### src/rtl/tinyalu_pkg.sv
`default_nettype none
// +--------------------------------------------------------------------------+
// | tinyalu_pkg : shared opcode encoding and responder state/constants        |
// | Rev 1.0                                                                   |
// +--------------------------------------------------------------------------+
package tinyalu_pkg;

    typedef enum logic [2:0] {
        no_op  = 3'b000,
        add_op = 3'b001,
        and_op = 3'b010,
        xor_op = 3'b011,
        mul_op = 3'b100,
        rst_op = 3'b111
    } operation_t;

    typedef enum logic [1:0] {
        IDLE = 2'd0,
        MUL  = 2'd1,
        DONE = 2'd2
    } resp_state_t;

    localparam int MUL_STEPS = 8;

endpackage
`default_nettype wire

### src/rtl/tinyalu_mul_seq.sv
`default_nettype none
// +--------------------------------------------------------------------------+
// | tinyalu_mul_seq : 8x8 unsigned shift-add multiplier, 8 steps after load   |
// | Rev 1.0                                                                   |
// +--------------------------------------------------------------------------+
module tinyalu_mul_seq
    import tinyalu_pkg::*;
(
    input  logic        clk,
    input  logic        reset,
    input  logic        load,
    input  logic [7:0]  a,
    input  logic [7:0]  b,
    output logic        busy,
    output logic [15:0] product
);

    logic [15:0] mcand;
    logic [7:0]  mplier;
    logic [15:0] acc;
    logic [3:0]  count;

    assign busy = (count != 4'd0);

    // Accumulator value after the step taken this cycle; once the multiplier
    // is exhausted it stays equal to the finished product.
    assign product = acc + (mplier[0] ? mcand : 16'h0000);

    always_ff @(posedge clk) begin
        if (reset) begin
            mcand  <= 16'h0000;
            mplier <= 8'h00;
            acc    <= 16'h0000;
            count  <= 4'd0;
        end else if (load) begin
            mcand  <= {8'h00, a};
            mplier <= b;
            acc    <= 16'h0000;
            count  <= 4'(MUL_STEPS);
        end else if (busy) begin
            acc    <= product;
            mcand  <= mcand << 1;
            mplier <= mplier >> 1;
            count  <= count - 4'd1;
        end
    end

endmodule
`default_nettype wire

### src/rtl/tinyalu_responder.sv
`default_nettype none
// +--------------------------------------------------------------------------+
// | tinyalu_responder : TinyALU start/done responder with sequential multiply |
// | Rev 1.0                                                                   |
// +--------------------------------------------------------------------------+
module tinyalu_responder
    import tinyalu_pkg::*;
(
    input  logic        clk,
    input  logic        reset,
    input  logic [7:0]  A,
    input  logic [7:0]  B,
    input  logic [2:0]  op,
    input  logic        start,
    output logic        done,
    output logic [15:0] result
);

    resp_state_t state;
    logic [3:0]  steps_left;
    logic [8:0]  add_sum;
    logic        mul_load;
    logic        mul_clear;
    logic        mul_busy;
    logic [15:0] mul_product;

    assign add_sum   = {1'b0, A} + {1'b0, B};
    assign mul_load  = (state == IDLE) && start && (operation_t'(op) == mul_op);
    // Dropping start mid-multiply wipes the multiplier along with the command.
    assign mul_clear = reset || ((state == MUL) && !start);

    tinyalu_mul_seq u_mul (
        .clk     (clk),
        .reset   (mul_clear),
        .load    (mul_load),
        .a       (A),
        .b       (B),
        .busy    (mul_busy),
        .product (mul_product)
    );

    always_ff @(posedge clk) begin
        if (reset) begin
            state      <= IDLE;
            done       <= 1'b0;
            result     <= 16'h0000;
            steps_left <= 4'd0;
        end else begin
            case (state)
                IDLE: begin
                    done <= 1'b0;
                    if (start) begin
                        case (operation_t'(op))
                            add_op: begin
                                result <= {7'b0, add_sum};
                                done   <= 1'b1;
                                state  <= DONE;
                            end
                            and_op: begin
                                result <= {8'h00, A & B};
                                done   <= 1'b1;
                                state  <= DONE;
                            end
                            xor_op: begin
                                result <= {8'h00, A ^ B};
                                done   <= 1'b1;
                                state  <= DONE;
                            end
                            mul_op: begin
                                steps_left <= 4'(MUL_STEPS);
                                state      <= MUL;
                            end
                            rst_op: begin
                                result <= 16'h0000;
                            end
                            default: begin
                                done  <= 1'b1;
                                state <= DONE;
                            end
                        endcase
                    end
                end
                MUL: begin
                    if (!start) begin
                        state <= IDLE;
                    end else if (mul_busy && (steps_left == 4'd1)) begin
                        result <= mul_product;
                        done   <= 1'b1;
                        state  <= DONE;
                    end else begin
                        steps_left <= steps_left - 4'd1;
                    end
                end
                DONE: begin
                    done  <= 1'b0;
                    state <= IDLE;
                end
                default: begin
                    done  <= 1'b0;
                    state <= IDLE;
                end
            endcase
        end
    end

endmodule
`default_nettype wire

### config.mk
export PLATFORM = sky130hd
export DESIGN_NAME = tinyalu_responder
export DESIGN_NICKNAME = d
export VERILOG_FILES = /design/src/rtl/tinyalu_pkg.sv /design/src/rtl/tinyalu_mul_seq.sv /design/src/rtl/tinyalu_responder.sv
export SDC_FILE = /design/constraint.sdc
export NUM_CORES = 1
export LEC_CHECK = 0
export ABC_AREA = 1
export CORE_AREA = 5 5 99 101
export CTS_CLUSTER_DIAMETER = 80
export DETAILED_ROUTE_END_ITERATION = 16
export DIE_AREA = 0 0 104 106
export GPL_ROUTABILITY_DRIVEN = 0
export GPL_TIMING_DRIVEN = 0
export PLACE_DENSITY = 0.69
export REMOVE_ABC_BUFFERS = 1
export SYNTH_ARGS = -nofsm -noshare
export SYNTH_HDL_FRONTEND = slang
export SYNTH_SLANG_ARGS = --single-unit
### constraint.sdc
create_clock -name clk -period 2.5 [get_ports clk]
set_clock_uncertainty 0.2 [all_clocks]
set_input_delay 0.375 -clock clk [delete_from_list [all_inputs] [get_ports clk]]
set_output_delay 0.375 -clock clk [all_outputs]
set_load 0.01 [all_outputs]
* Word level (Yosys, flattened, before mapping) *
Index checks and enable logic that the tools add are counted.

word-level totals
  bits in latches = 0
  memory bits (writable) = 0
  bits in registers = 67
  memories = 0
  ROM bits = 0

operators by class
  $lt $le $gt $ge = 0
  divide/modulo/power cells = 0
  multiplexer cells = 27
  reductions and logical operators = 16
  multiply operators = 0
  shift operators = 0
  bitwise logic cells = 2
  add/sub/neg operators = 4
  eq/ne operators = 15

operators with widths
  cell                                              number
  2-to-1 mux 16 bit                                 4
  one-hot mux 16 bit (4 select lines)               1
  2-to-1 mux 8 bit                                  4
  one-hot mux 16 bit (2 select lines)               1
  2-to-1 mux 4 bit                                  6
  adder 16 bit                                      1
  AND reduction 5 bit                               2
  adder 8 x 8 -> 9 bit                              1
  bitwise AND 8 bit                                 1
  != test 2 bit, second input constant              4
  one-hot mux 2 bit (2 select lines)                2
  one-hot mux 4 bit (2 select lines)                1
  subtractor 4 x 1 -> 4 bit, second input constant  2
  bitwise XOR 8 bit                                 1
  == test 3 x 2 -> 1 bit, second input constant     2
  == test 3 bit, second input constant              2
  2-to-1 mux 2 bit                                  3
  != test 5 x 1 -> 1 bit, second input constant     1
  == test 4 x 1 -> 1 bit, second input constant     1
  logical AND 1 bit                                 4
  2-to-1 mux 1 bit                                  4
  != test 2 x 1 -> 1 bit, second input constant     2
  nonzero test 2 bit                                2
  nonzero test 4 bit                                1
  10 further kinds                                  11

* Logic depth before layout (Yosys ltp) *
Gate-level depths: netlist (run 1).

  depth after elaboration = 5
  gate-level depth with buffers = 16
  depth with buffers taken out = 14

* Cells and area by module *
From an unflattened synthesis (run 1), not the netlist that was laid out.

unflattened totals
  cells, all modules = 680
  area total of the unflattened synthesis = 4491.8 um2

by module, submodules not included
  module             cells each  seq. area each (um2)  area an instance (um2)  instances
  tinyalu_mul_seq    442         880.8                 2870.3                  1
  tinyalu_responder  238         460.4                 1621.6                  1

* Worst setup path before layout (run 1) *
OpenSTA, ideal clock, no wires.

  path kind = reg-to-reg
  start point = register u_mul.mplier[0]
  end point = register u_mul.acc[12]
  path slack = 0.181 ns
  period minus slack after synthesis = 2.319 ns
  path buffers = 2
  library setup time = 0.056 ns
  data required time = 2.244 ns
  arrival = 2.063 ns
  stages on the path, launching flop included = 17
  path through = dfxtp_1 clkbuf_1 clkbuf_1 nand2_1 inv_1 ha_1 fa_1 nand3_1 nand3_1 nand2_1 nand2_1 nand2_1 nand2_1 nand2_1 nand2_1 a21o_1 inv_1

on the way
  word-level cells in the longest chain between the ends = 2

ends and longest elaborated chain
  item                      line                   source
  start: declaration        tinyalu_mul_seq.sv:19  logic [7:0] mplier;
  start signal: assignment  tinyalu_mul_seq.sv:43  mplier <= mplier >> 1;
  2-to-1 mux 16 bit         tinyalu_mul_seq.sv:27  assign product = acc + (mplier[0] ? mcand : 16'h0000);
  adder 16 bit              tinyalu_mul_seq.sv:27
  end signal: assignment    tinyalu_mul_seq.sv:41  acc <= product;
  end: declaration          tinyalu_mul_seq.sv:20  logic [15:0] acc;

No other way between the ends.
A chain may end at the register's enable or synchronous reset.

* Worst setup path in the final report (run 1) *
Ends and elaborated chain as after synthesis.

==> results of run 1 <==
-- kinds of logic after synthesis --
family,count (synthesis)
AND/OR/NAND/NOR,326
AO/OA/AOI/OAI,112
buffers and inverters,106
flip-flops,67
adder cells (fa/ha/maj),29
XOR/XNOR,11
-- state kept, by name (all words and copies together), names as in the netlist --
register / count
u_mul.acc: 16
state: 2
u_mul.mcand: 16
result: 16
u_mul.mplier: 8
done: 1
u_mul.count: 4
steps_left: 4
-- timing repair --
| item | CTS | global route |
|---|---|---|
| resized for setup | 8 | 8 |
| hold buffers | 0 | 0 |
| pin swaps | 1 | 2 |
| buffers inserted | 0 | 8 |
| setup endpoints to repair | 47 | 37 |
-- power by group through the flow --
stage | Combinational (mW) | Clock [mW] | Sequential (mW)
floorplan | 0.784 | 0 | 1.27
global placement | 1.08 | 0 | 1.28
detailed placement | 1.11 | 0 | 1.29
CTS | 1.14 | 0.848 | 1.26
global route | 1.29 | 0.896 | 1.28
finish | 1.15 | 0.836 | 1.26
-- stage by stage --
| stage | hold WS [ns] | TNS, ns | setup WS [ns] | std cells | util [%] |
|---|---|---|---|---|---|
| global placement | 0.2542 | -29.79 | -1.041 | 780 | 52.45 |
| floorplan | 0.2374 | 0 | 0.2180 | 631 | - |
| finish | 0.2503 | 0 | 0.1902 | 804 | 55.78 |
| detailed placement | 0.2569 | -32.54 | -1.114 | 780 | 52.45 |
| global route | 0.2755 | 0 | 0.02340 | 804 | 55.78 |
| CTS | 0.2690 | 0 | 0.00002354 | 796 | 54.76 |
-- worst max-delay path, delay by kind of cell (launching register included) --
kind | cells | cell delay, ns
AND/OR/NAND/NOR | 8 | 0.80
flip-flops | 1 | 0.41
buffers and inverters | 2 | 0.07
adder cells (fa/ha/maj) | 2 | 0.63
AO/OA/AOI/OAI | 1 | 0.10
-- worst max path at each step --
stage	slack [ns]	cells after the start	end	start
floorplan	0.22	8	u_mul.mplier[1]	u_mul.count[0]
global placement	-1.04	8	u_mul.acc[15]	reset
detailed placement	-1.11	8	u_mul.acc[8]	reset
CTS	0.00002	10	u_mul.acc[15]	state[1]
global route	0.02	13	u_mul.acc[10]	u_mul.mplier[0]
finish	0.19	13	u_mul.acc[12]	u_mul.mplier[0]
-- cells in the final DEF (no fill, tap or decap), types with 3 or more instances in the layout --
cell               n
nand3_1           45
o21ai_1            4
inv_1             81
dfxtp_1           66
o21ai_0           28
clkdlybuf4s50_1   37
nand2_1          207
clkinv_2           4
a21oi_1           47
nor2_1            43
xor2_1             6
nand3b_1           7
nor2_4             3
buf_4              7
o211ai_1           3
a211oi_1           4
clkbuf_8          10
xnor2_1            4
a21o_1             3
ha_1              27
nor3_1             8
a31oi_1           15
nand2_2            3
-- cell type report --
type	instances	area (um2)	area share, %
Multi-Input combinational cell	478	2541	50.99
Sequential cell	67	1345	26.99
Timing Repair Buffer	46	447.9	8.988
Inverter	86	332.8	6.678
Tap cell	111	138.9	2.787
Clock buffer	10	137.6	2.762
Clock inverter	6	40.04	0.8034
-- cell usage after synthesis (all sizes together), types with 3 or more instances --
cell type,n
ha,27
a211oi,4
dfxtp,67
a21o,3
o211ai,3
inv,84
nand3b,7
nor3,9
a21oi,49
nand3,49
a31oi,15
nor2,46
xnor2,4
buf,10
o21ai,33
xor2,7
clkbuf,10
nand2,211
-- routing by layer --
metal	track usage [%]	wire [um]
met5	0	0
met2	33.56	5175
met1	24.30	4811
met4	4.625	103
met3	3.825	440
==> flow_summary.yaml, run 1 <==
setup_path:
  crit_path_start_kind: "flop"
  path_cells: "nand2_1 > inv_1 > ha_1 > fa_1 > nand3_1 > nand3_1 > nand2_1 > nand2_1 > nand2_1 > nand3_1 > nand2_1 > a21o_1 > inv_1"
  crit_required_ns: 2.56
  path_max_fanout: 17
  worst_r2r_endpoint: "u_mul.acc[12]"
  cp.arrival_ns: 2.37
  cp_slowest_cell: "fa_1"
  cp_common_cell: "nand2_1"
  slowest_delay_ns: 0.43
  r2r_setup_slack_ns: 0.19
  critPathCaptureType: "flop"
  worst_r2r_path_depth: 13
  reg2reg_from: "u_mul.mplier[0]"
  worstSetupPathType: "flop to flop"
sta:
  maxSlewViolCount: 0
  fmax_mhz: 432.9
  timing.final.hold_violations: 0
  fin_crit_sh_pct: 92.39
  rsz0062_at_grt: "no"
  slew_headroom_pct: 72.56
  setup_viol: 0
  max_slew.worst_pin.slew_ns: 0.4117
  min_period_ns: 2.310
synthesis:
  avgSynthCellArea_um2: 6.546
  synth_top_family_by_area: "simple AND/OR/NAND/NOR gates"
  synth-simple-area-share_pct: 32.59
  ys.flop_type: "dfxtp_1"
  netlist_area_um2: 4262
  synthAdderAreaFrac_pct: 8.867
  ys_seq_elements: 67
  yosysUniqueCellTypes: 42
  synthXorXnorAreaFrac_pct: 2.261
  synthMuxAreaShare_pct: 0
  synthCells: 651
  synth_top_area_cell: "dfxtp_1"
  synth_top_area_share_pct: 31.47
  synth_compound_area_share_pct: 15.00
  ys.warnings.count: 0
  ys_seq_area_share_pct: 31.47
  async_flop_share_pct: 0
  synth_enable_flop_cells: 0
  netlist_top_cells_area: "dfxtp_1, nand2_1, ha_1"
hold_path:
  min_from: "reset"
  min_path_cells: 2
  worstHoldPathType: "primary input to flop"
  holdPathEnd: "result[5]"
clock_network:
  clk_path_buf_depth: 2
  cts_root_buf: "clkbuf_8"
  clock_latency_ns: 0.35
  path_clk_slew_ns: 0.08
  cts_max_level: 3
  cts.sinks: 67
  cts_tree: "built"
  cts_inserted_buffers: 9
routing:
  dr.pass1.iters: 4
  vias: 4203
  drtIter0Drc: 240
  viasPerCell: 5.228
  wl_per_cell_um: 13.10
  finalWirelength_um: 10530
  post-route-drc-count: 0
  ant_nets: 0
floorplan:
  die_h_um: 106
  pin_count: 39
  die_area_um2: 11020
  rows: 35
  die_width_um: 104
  start_util_pct: 47.70
  core_um2: 8934
place:
  port_buffers: 38
  dp_hpwl_um: 7760
  dpl_cell_area_um2: 4686
global_route:
  grt_pass1_vias: 3895
  grt_pass1_wl_um: 17910
  grt_max_degree: 51
  grt_usage_pct: 19.21
  grt_antenna_before_repair: 0
  grt_overflow_total: 0
power:
  seqPwrFrac_pct: 38.8
  internal_power_mw: 1.965
  power_frac_clock_pct: 25.7
  p_sw_share_pct: 39.59
  switching_power_mw: 1.288
  power_density_nw_per_um2: 652.6
  ir_drop_v: 0.0003653
  power.leakage_nw: 2.364
  total_power_mw: 3.252
  p_comb_share_pct: 35.5
cells_and_area:
  antenna_cells: 0
  fillers: 877
  area_growth_pct: 16.94
  fin_area_um2: 4984
  final_layout_size_suffix_gt1_share_pct: 6.638
  nets: 739
run:
  maxCapViolCount: 0
status:
  status: "completed"
Power figures use the tool's default switching activity.
==> run 2: changes to the inputs <==
--- a/config.mk
+++ b/config.mk
@@ -6,14 +6,15 @@
 export NUM_CORES = 1
 export LEC_CHECK = 0
 export ABC_AREA = 1
-export CORE_AREA = 5 5 99 101
+export CORE_AREA = 5 5 101 103
 export CTS_CLUSTER_DIAMETER = 80
 export DETAILED_ROUTE_END_ITERATION = 16
-export DIE_AREA = 0 0 104 106
+export DIE_AREA = 0 0 106 108
 export GPL_ROUTABILITY_DRIVEN = 0
 export GPL_TIMING_DRIVEN = 0
-export PLACE_DENSITY = 0.69
+export PLACE_DENSITY = 0.7
 export REMOVE_ABC_BUFFERS = 1
 export SYNTH_ARGS = -nofsm -noshare
 export SYNTH_HDL_FRONTEND = slang
+export SYNTH_HIERARCHICAL = 1
 export SYNTH_SLANG_ARGS = --single-unit
==> run 2 against run 1 <==
Compared with the run above:
- wire length up 9.3%
- non-clock buffer count increased by 11
- synthesized cell count up 4.5%
- clock power is 19% higher
- sequential power up 9%
- largest power group is now combinational cells
- flip-flop and latch count unchanged
- utilization is 2.5 points higher
- critical path type is now primary input to flop
- total power rose by 24%
- via count is 3.9% higher
- combinational power is 46% higher
- global-route usage increased by 0.57 points
- setup slack lost 0.018 ns
==> flow_summary.yaml, run 2 <==
status:
  status: "completed"
floorplan:
  pin_count: 39
  rows: 35
  start_util_pct: 49.31
  die_area_um2: 11450
  die_h_um: 108
  die_width_um: 106
  core_um2: 9109
setup_path:
  slowest_delay_ns: 0.55
  cp.arrival_ns: 2.37
  worst_r2r_endpoint: "result[6]"
  critPathCaptureType: "flop"
  cp_slowest_cell: "clkdlybuf4s50_1"
  cp_top_family: "buffers and inverters"
  reg2reg_from: "u_mul/mplier[0]"
  worstSetupPathType: "primary input to flop"
  path_max_fanout: 17
  crit_required_ns: 2.54
  path_cells: "clkdlybuf4s50_1 > inv_1 > nor2_2 > nand2_2 > nor2_2 > buf_8 > nor2_2 > o21ai_1 > o21bai_1 > inv_1"
  critPathLaunch: "start"
  crit_path_start_kind: "primary input"
  worstPathBufferInverterCount: 4
  path_depth: 10
  cp_common_cell: "nor2_2"
  crit_end: "u_mul/acc[6]"
  worst_r2r_path_depth: 13
  r2r_setup_slack_ns: 0.19
cells_and_area:
  final_layout_size_suffix_gt1_share_pct: 11.75
  mostFrequentLayoutCell: "nand2_1"
  final_cell_mix: "nand2_1, inv_1, dfxtp_1"
  nets: 779
  antenna_cells: 0
  top_regs: "result x16, u_mul/acc x16, u_mul/mcand x16"
  area_growth_pct: 18.13
global_route:
  grt_max_degree: 51
  grt_usage_pct: 19.78
  grt_overflow_total: 0
  grt_pass1_wl_um: 18590
  grt_pass1_vias: 4107
  grt_antenna_before_repair: 0
power:
  p_comb_share_pct: 41.4
  seqPwrFrac_pct: 33.9
  switching_power_mw: 1.580
  power_frac_clock_pct: 24.7
  power_density_nw_per_um2: 763.0
  ir_drop_v: 0.0003923
  p_sw_share_pct: 39.03
  power.leakage_nw: 2.697
  internal_power_mw: 2.468
synthesis:
  synth_common_cells: "nand2_1, inv_1, dfxtp_1"
  netlist_top_cells_area: "dfxtp_1, nand2_1, inv_1"
  ys.warnings.count: 6
  yosysUniqueCellTypes: 46
  avgSynthCellArea_um2: 6.606
  synthCells: 680
  synth_top_area_share_pct: 29.86
  synth_enable_flop_cells: 0
  async_flop_share_pct: 0
  yosysMostFrequentCell: "nand2_1"
  ys.flop_type: "dfxtp_1"
  synth_top_area_cell: "dfxtp_1"
  ys_seq_elements: 67
  ys_seq_area_share_pct: 29.86
  netlist_area_um2: 4492
routing:
  post-route-drc-count: 0
  finalWirelength_um: 11510
  vias: 4368
  drtIter0Drc: 287
  viasPerCell: 5.181
  dr.pass1.iters: 5
  ant_nets: 0
  wl_per_cell_um: 13.65
hold_path:
  worstHoldPathType: "flop to flop"
clock_network:
  clock_latency_ns: 0.34
  cts_max_level: 3
  clk_path_buf_depth: 2
  cts_inserted_buffers: 9
  cts_hold_buf: 0
  cts_root_buf: "clkbuf_8"
  path_clk_slew_ns: 0.07
  cts_tree: "built"
  cts.sinks: 67
sta:
  rsz0062_at_grt: "no"
  setup_viol: 0
  fmax_mhz: 429.5
  min_period_ns: 2.328
  finalSetupTns_ns: 0
  fin_ws_ns: 0.1719
  max_slew.worst_pin.slew_ns: 0.8202
  fin_crit_sh_pct: 93.12
  slew_headroom_pct: 45.32
  timing.final.hold_violations: 0
  maxSlewViolCount: 0
place:
  dp_slack_ns: -0.7304
  port_buffers: 38
  dp_hpwl_um: 8048
run:
  maxCapViolCount: 0
==> run 2: cell count changes after synthesis, sizes merged, moves of 4 or more <==
cell    change
nor2       +10
buf        +11
nand2       -7
nand3       +6
nand3b      -6
clkbuf      -7
inv        +21
o21bai      +4
==> run 2: kinds of logic after synthesis <==
logic type,count (synthesis),share of synthesized area (%)
XOR/XNOR,11,2.312
buffers and inverters,129,12.53
AO/OA/AOI/OAI,110,14.35
flip-flops,67,29.86
adder cells (fa/ha/maj),29,8.412
AND/OR/NAND/NOR,334,32.54
==> run 2: power groups by stage <==
| stage | Sequential (mW) | Combinational [mW] | Clock, mW |
|---|---|---|---|
| final | 1.37 | 1.68 | 0.999 |
| after global routing | 1.40 | 1.87 | 1.06 |
| after CTS | 1.37 | 1.41 | 1.02 |
| after detailed placement | 1.39 | 1.37 | 0 |
| after global placement | 1.38 | 1.33 | 0 |
| after floorplan | 1.37 | 0.998 | 0 |
==> run 2: area by class of cell <==
cell class / instances / area [um2]
fillers: 872 / 3802
clock buffers: 10 / 137.6
flip-flops and latches: 67 / 1345
multi-input cells: 487 / 2641
clock inverters: 5 / 77.57
repair inverters: 1 / 8.758
inverters: 105 / 411.6
well taps: 111 / 138.9
repair buffers: 57 / 545.5
==> run 2: repair_timing <==
| item | CTS | global route |
|---|---|---|
| pin swaps | 1 | 4 |
| endpoints found under the setup margin | 45 | 34 |
| gates resized for setup | 7 | 6 |
| gates cloned | 1 | 3 |
| setup buffers | 0 | 17 |
==> run 2: layer usage <==
| layer | vias to the layer above | share of wire (%) | routed length [um] | track usage, % |
|---|---|---|---|---|
| li1 | 2265 | - | - | - |
| met1 | 1965 | 45 | 5232 | 24.56 |
| met2 | 107 | 48 | 5513 | 34.79 |
| met3 | 31 | 4.1 | 470 | 3.104 |
| met4 | 0 | 2.5 | 290 | 7.216 |
| met5 | - | 0 | 0 | 0 |
==> run 2: stage by stage <==
stage / cells / total power, mW / util, % / hold slack (ns) / area (um2)
floorplan: 656 / 2.368 / - / 0.2374 / 4328
global placement: 805 / 2.713 / 53.21 / 0.2517 / 4847
detailed placement: 807 / 2.767 / 53.53 / 0.2565 / 4876
CTS: 823 / 3.809 / 56.22 / 0.2678 / 5121
global route: 843 / 4.330 / 58.26 / 0.2869 / 5306
finish: 843 / 4.049 / 58.26 / 0.2660 / 5306
==> run 2: worst min-delay path by stage <==
stage / start / cells after the start / slack, ns / end
after floorplan: reset / 1 / 0.24 / done
after global placement: result[14] / 2 / 0.25 / result[14]
after detailed placement: result[10] / 2 / 0.26 / result[10]
after CTS: u_mul/mplier[7] / 2 / 0.27 / u_mul/mplier[7]
after global routing: result[6] / 2 / 0.29 / result[6]
final: u_mul/mplier[7] / 2 / 0.27 / u_mul/mplier[7]
==> run 2: worst min-delay path, stage by stage, from the launching register on <==
cell     delay [ns]
dfxtp_1        0.31
nand2_1        0.06
a21oi_1        0.05
==> run 3: changes to the inputs <==
--- a/config.mk
+++ b/config.mk
@@ -6,13 +6,13 @@
 export NUM_CORES = 1
 export LEC_CHECK = 0
 export ABC_AREA = 1
-export CORE_AREA = 5 5 101 103
+export CORE_AREA = 2 2 84 118
 export CTS_CLUSTER_DIAMETER = 80
 export DETAILED_ROUTE_END_ITERATION = 16
-export DIE_AREA = 0 0 106 108
+export DIE_AREA = 0 0 86 120
 export GPL_ROUTABILITY_DRIVEN = 0
 export GPL_TIMING_DRIVEN = 0
-export PLACE_DENSITY = 0.7
+export PLACE_DENSITY = 0.69
 export REMOVE_ABC_BUFFERS = 1
 export SYNTH_ARGS = -nofsm -noshare
 export SYNTH_HDL_FRONTEND = slang
==> run 3 against run 2 <==
Compared with the run above:
- register-to-register slack got worse by 0.05 ns
- clock-buffer cell count is 1 higher
- total power is 4.2% higher
- non-clock buffer count decreased by 12
- critical endpoint is now result[2]
- largest cell class unchanged
==> flow_summary.yaml, run 3 (synthesis gave the netlist of run 2 again) <==
status:
  status: "completed"
sta:
  maxSlewViolCount: 0
  fin_ws_ns: 0.1435
  fin_crit_sh_pct: 94.26
  setup_viol: 0
  timing.final.hold_violations: 0
  max_slew.worst_pin.slew_ns: 0.8711
  min_period_ns: 2.356
  fmax_mhz: 424.4
  slew_headroom_pct: 41.93
  finalSetupTns_ns: 0
power:
  seqPwrFrac_pct: 32.7
  power.leakage_nw: 2.669
  p_comb_share_pct: 36.2
  power_density_nw_per_um2: 798.1
  switching_power_mw: 1.601
  total_power_mw: 4.217
  power_frac_clock_pct: 31.1
  ir_drop_v: 0.0004443
  p_sw_share_pct: 37.97
  internal_power_mw: 2.616
clock_network:
  cts_inserted_buffers: 9
  clk_path_buf_depth: 2
  cts_root_buf: "clkbuf_16"
  cts_max_level: 3
  cts.sinks: 67
  clock_latency_ns: 0.33
  path_clk_slew_ns: 0.06
  cts_hold_buf: 0
  cts_tree: "built"
setup_path:
  cp_slowest_cell: "dfxtp_1"
  path_max_fanout: 25
  critPathCaptureType: "flop"
  r2r_setup_slack_ns: 0.14
  cp_top_family: "simple AND/OR/NAND/NOR gates"
  slowest_delay_ns: 0.31
  reg2reg_from: "u_mul/count[1]"
  worst_r2r_endpoint: "result[2]"
  cp.arrival_ns: 2.37
  crit_required_ns: 2.51
  worstPathBufferInverterCount: 3
  crit_path_start_kind: "flop"
  path_cells: "inv_1 > ha_1 > nand2_2 > nor2_4 > clkinv_8 > nand3_1 > nand2_1 > nand3_4 > inv_4 > o21ai_0 > a21oi_1"
  worstSetupPathType: "flop to flop"
  worst_r2r_path_depth: 11
routing:
  wl_per_cell_um: 13.60
  dr.pass1.iters: 7
  dr_wl_met3_um: 336
  finalWirelength_um: 11290
  drt-met1-wl_um: 4617
  post-route-drc-count: 0
  viasPerCell: 5.240
  ant_nets: 0
  dr_wl_met2_um: 6012
  drtIter0Drc: 239
  vias: 4349
  maxUsedRoutingLayer: "met4"
cells_and_area:
  fin_area_um2: 5284
  final_cell_mix: "nand2_1, inv_1, dfxtp_1"
  register_area_um2: 1345
  area_growth_pct: 17.63
  antenna_cells: 0
  multi_input_area_um2: 2628
  nets: 766
  fillers: 929
  final_layout_size_suffix_gt1_share_pct: 10.14
  top_regs: "result x16, u_mul/acc x16, u_mul/mcand x16"
  mostFrequentLayoutCell: "nand2_1"
place:
  port_buffers: 38
  dpl_cell_area_um2: 4871
  dp_hpwl_um: 8111
  dp_slack_ns: -0.7109
global_route:
  grt_overflow_total: 0
  grt_pass1_vias: 4131
  grt_usage_pct: 22.16
  grt_pass1_wl_um: 18290
  grt_max_degree: 51
  grt_antenna_before_repair: 0
floorplan:
  start_util_pct: 48.29
  rows: 42
  pin_count: 39
  die_h_um: 120
  die_area_um2: 10320
  core_um2: 9301
  die_width_um: 86
hold_path:
  min_from: "result[9]"
  min_path_cells: 2
  holdPathEnd: "result[9]"
  worstHoldPathType: "flop to flop"
run:
  maxCapViolCount: 0
run 3: cell types whose count changed in the layout (fill, tap and decap cells not counted), moves of 2 or more:
cell and change:
clkinvlp_4 +2, nor2_2 -2, clkbuf_16 +9, clkinv_2 -2, buf_4 -10, clkbuf_8 -8
run 3: routing by layer:
metal | GRT usage (%) | up-vias
met5 | 0 | -
met4 | 10.52 | 0
met3 | 3.439 | 26
met2 | 39.83 | 90
met1 | 25.02 | 1990
li1 | - | 2243
run 3: area by class of cell:
type,count,share of cell area (%)
Tap cell,110,2.605
Clock inverter,5,1.160
Sequential cell,67,25.46
Clock buffer,11,4.783
Timing Repair Buffer,45,8.312
Timing Repair inverter,1,0.1658
Multi-Input combinational cell,486,49.73
Inverter,105,7.791
run 3: per-stage QoR:
stage	util [%]	std cells	hold slack, ns
floorplan	-	656	0.2374
global placement	52.10	804	0.2530
detailed placement	52.37	806	0.2583
CTS	55.99	823	0.2672
global route	56.81	830	0.2879
finish	56.81	830	0.2670
run 3: tightest hold or removal path, stage by stage (launching register included):
cell	delay (ns)
dfxtp_1	0.31
nand2_1	0.06
a21oi_1	0.05
run 3: power by group through the flow:
stage	Clock (mW)	Sequential, mW	Combinational, mW
finish	1.31	1.38	1.53
global route	1.38	1.40	1.72
CTS	1.33	1.38	1.41
detailed placement	0	1.39	1.37
global placement	0	1.39	1.33
floorplan	0	1.37	0.998
run 3: how the worst max path moves through the flow:
stage,start,endpoint,slack (ns),cells after the start
global placement,state[0],u_mul/count[2],-1.44,7
floorplan,state[0],u_mul/acc[8],-0.30,9
CTS,u_mul/count[0],result[9],0.03,11
finish,u_mul/count[1],result[2],0.14,11
global route,u_mul/count[0],result[1],-0.007,11
detailed placement,reset,u_mul/count[2],-0.71,7
run 3: what timing repair did:
| item | CTS | global route |
|---|---|---|
| setup endpoints to repair | 43 | 40 |
| pin swaps | 1 | 2 |
| cloned | 1 | 2 |
| resized for setup | 6 | 5 |
| buffers inserted | 0 | 5 |
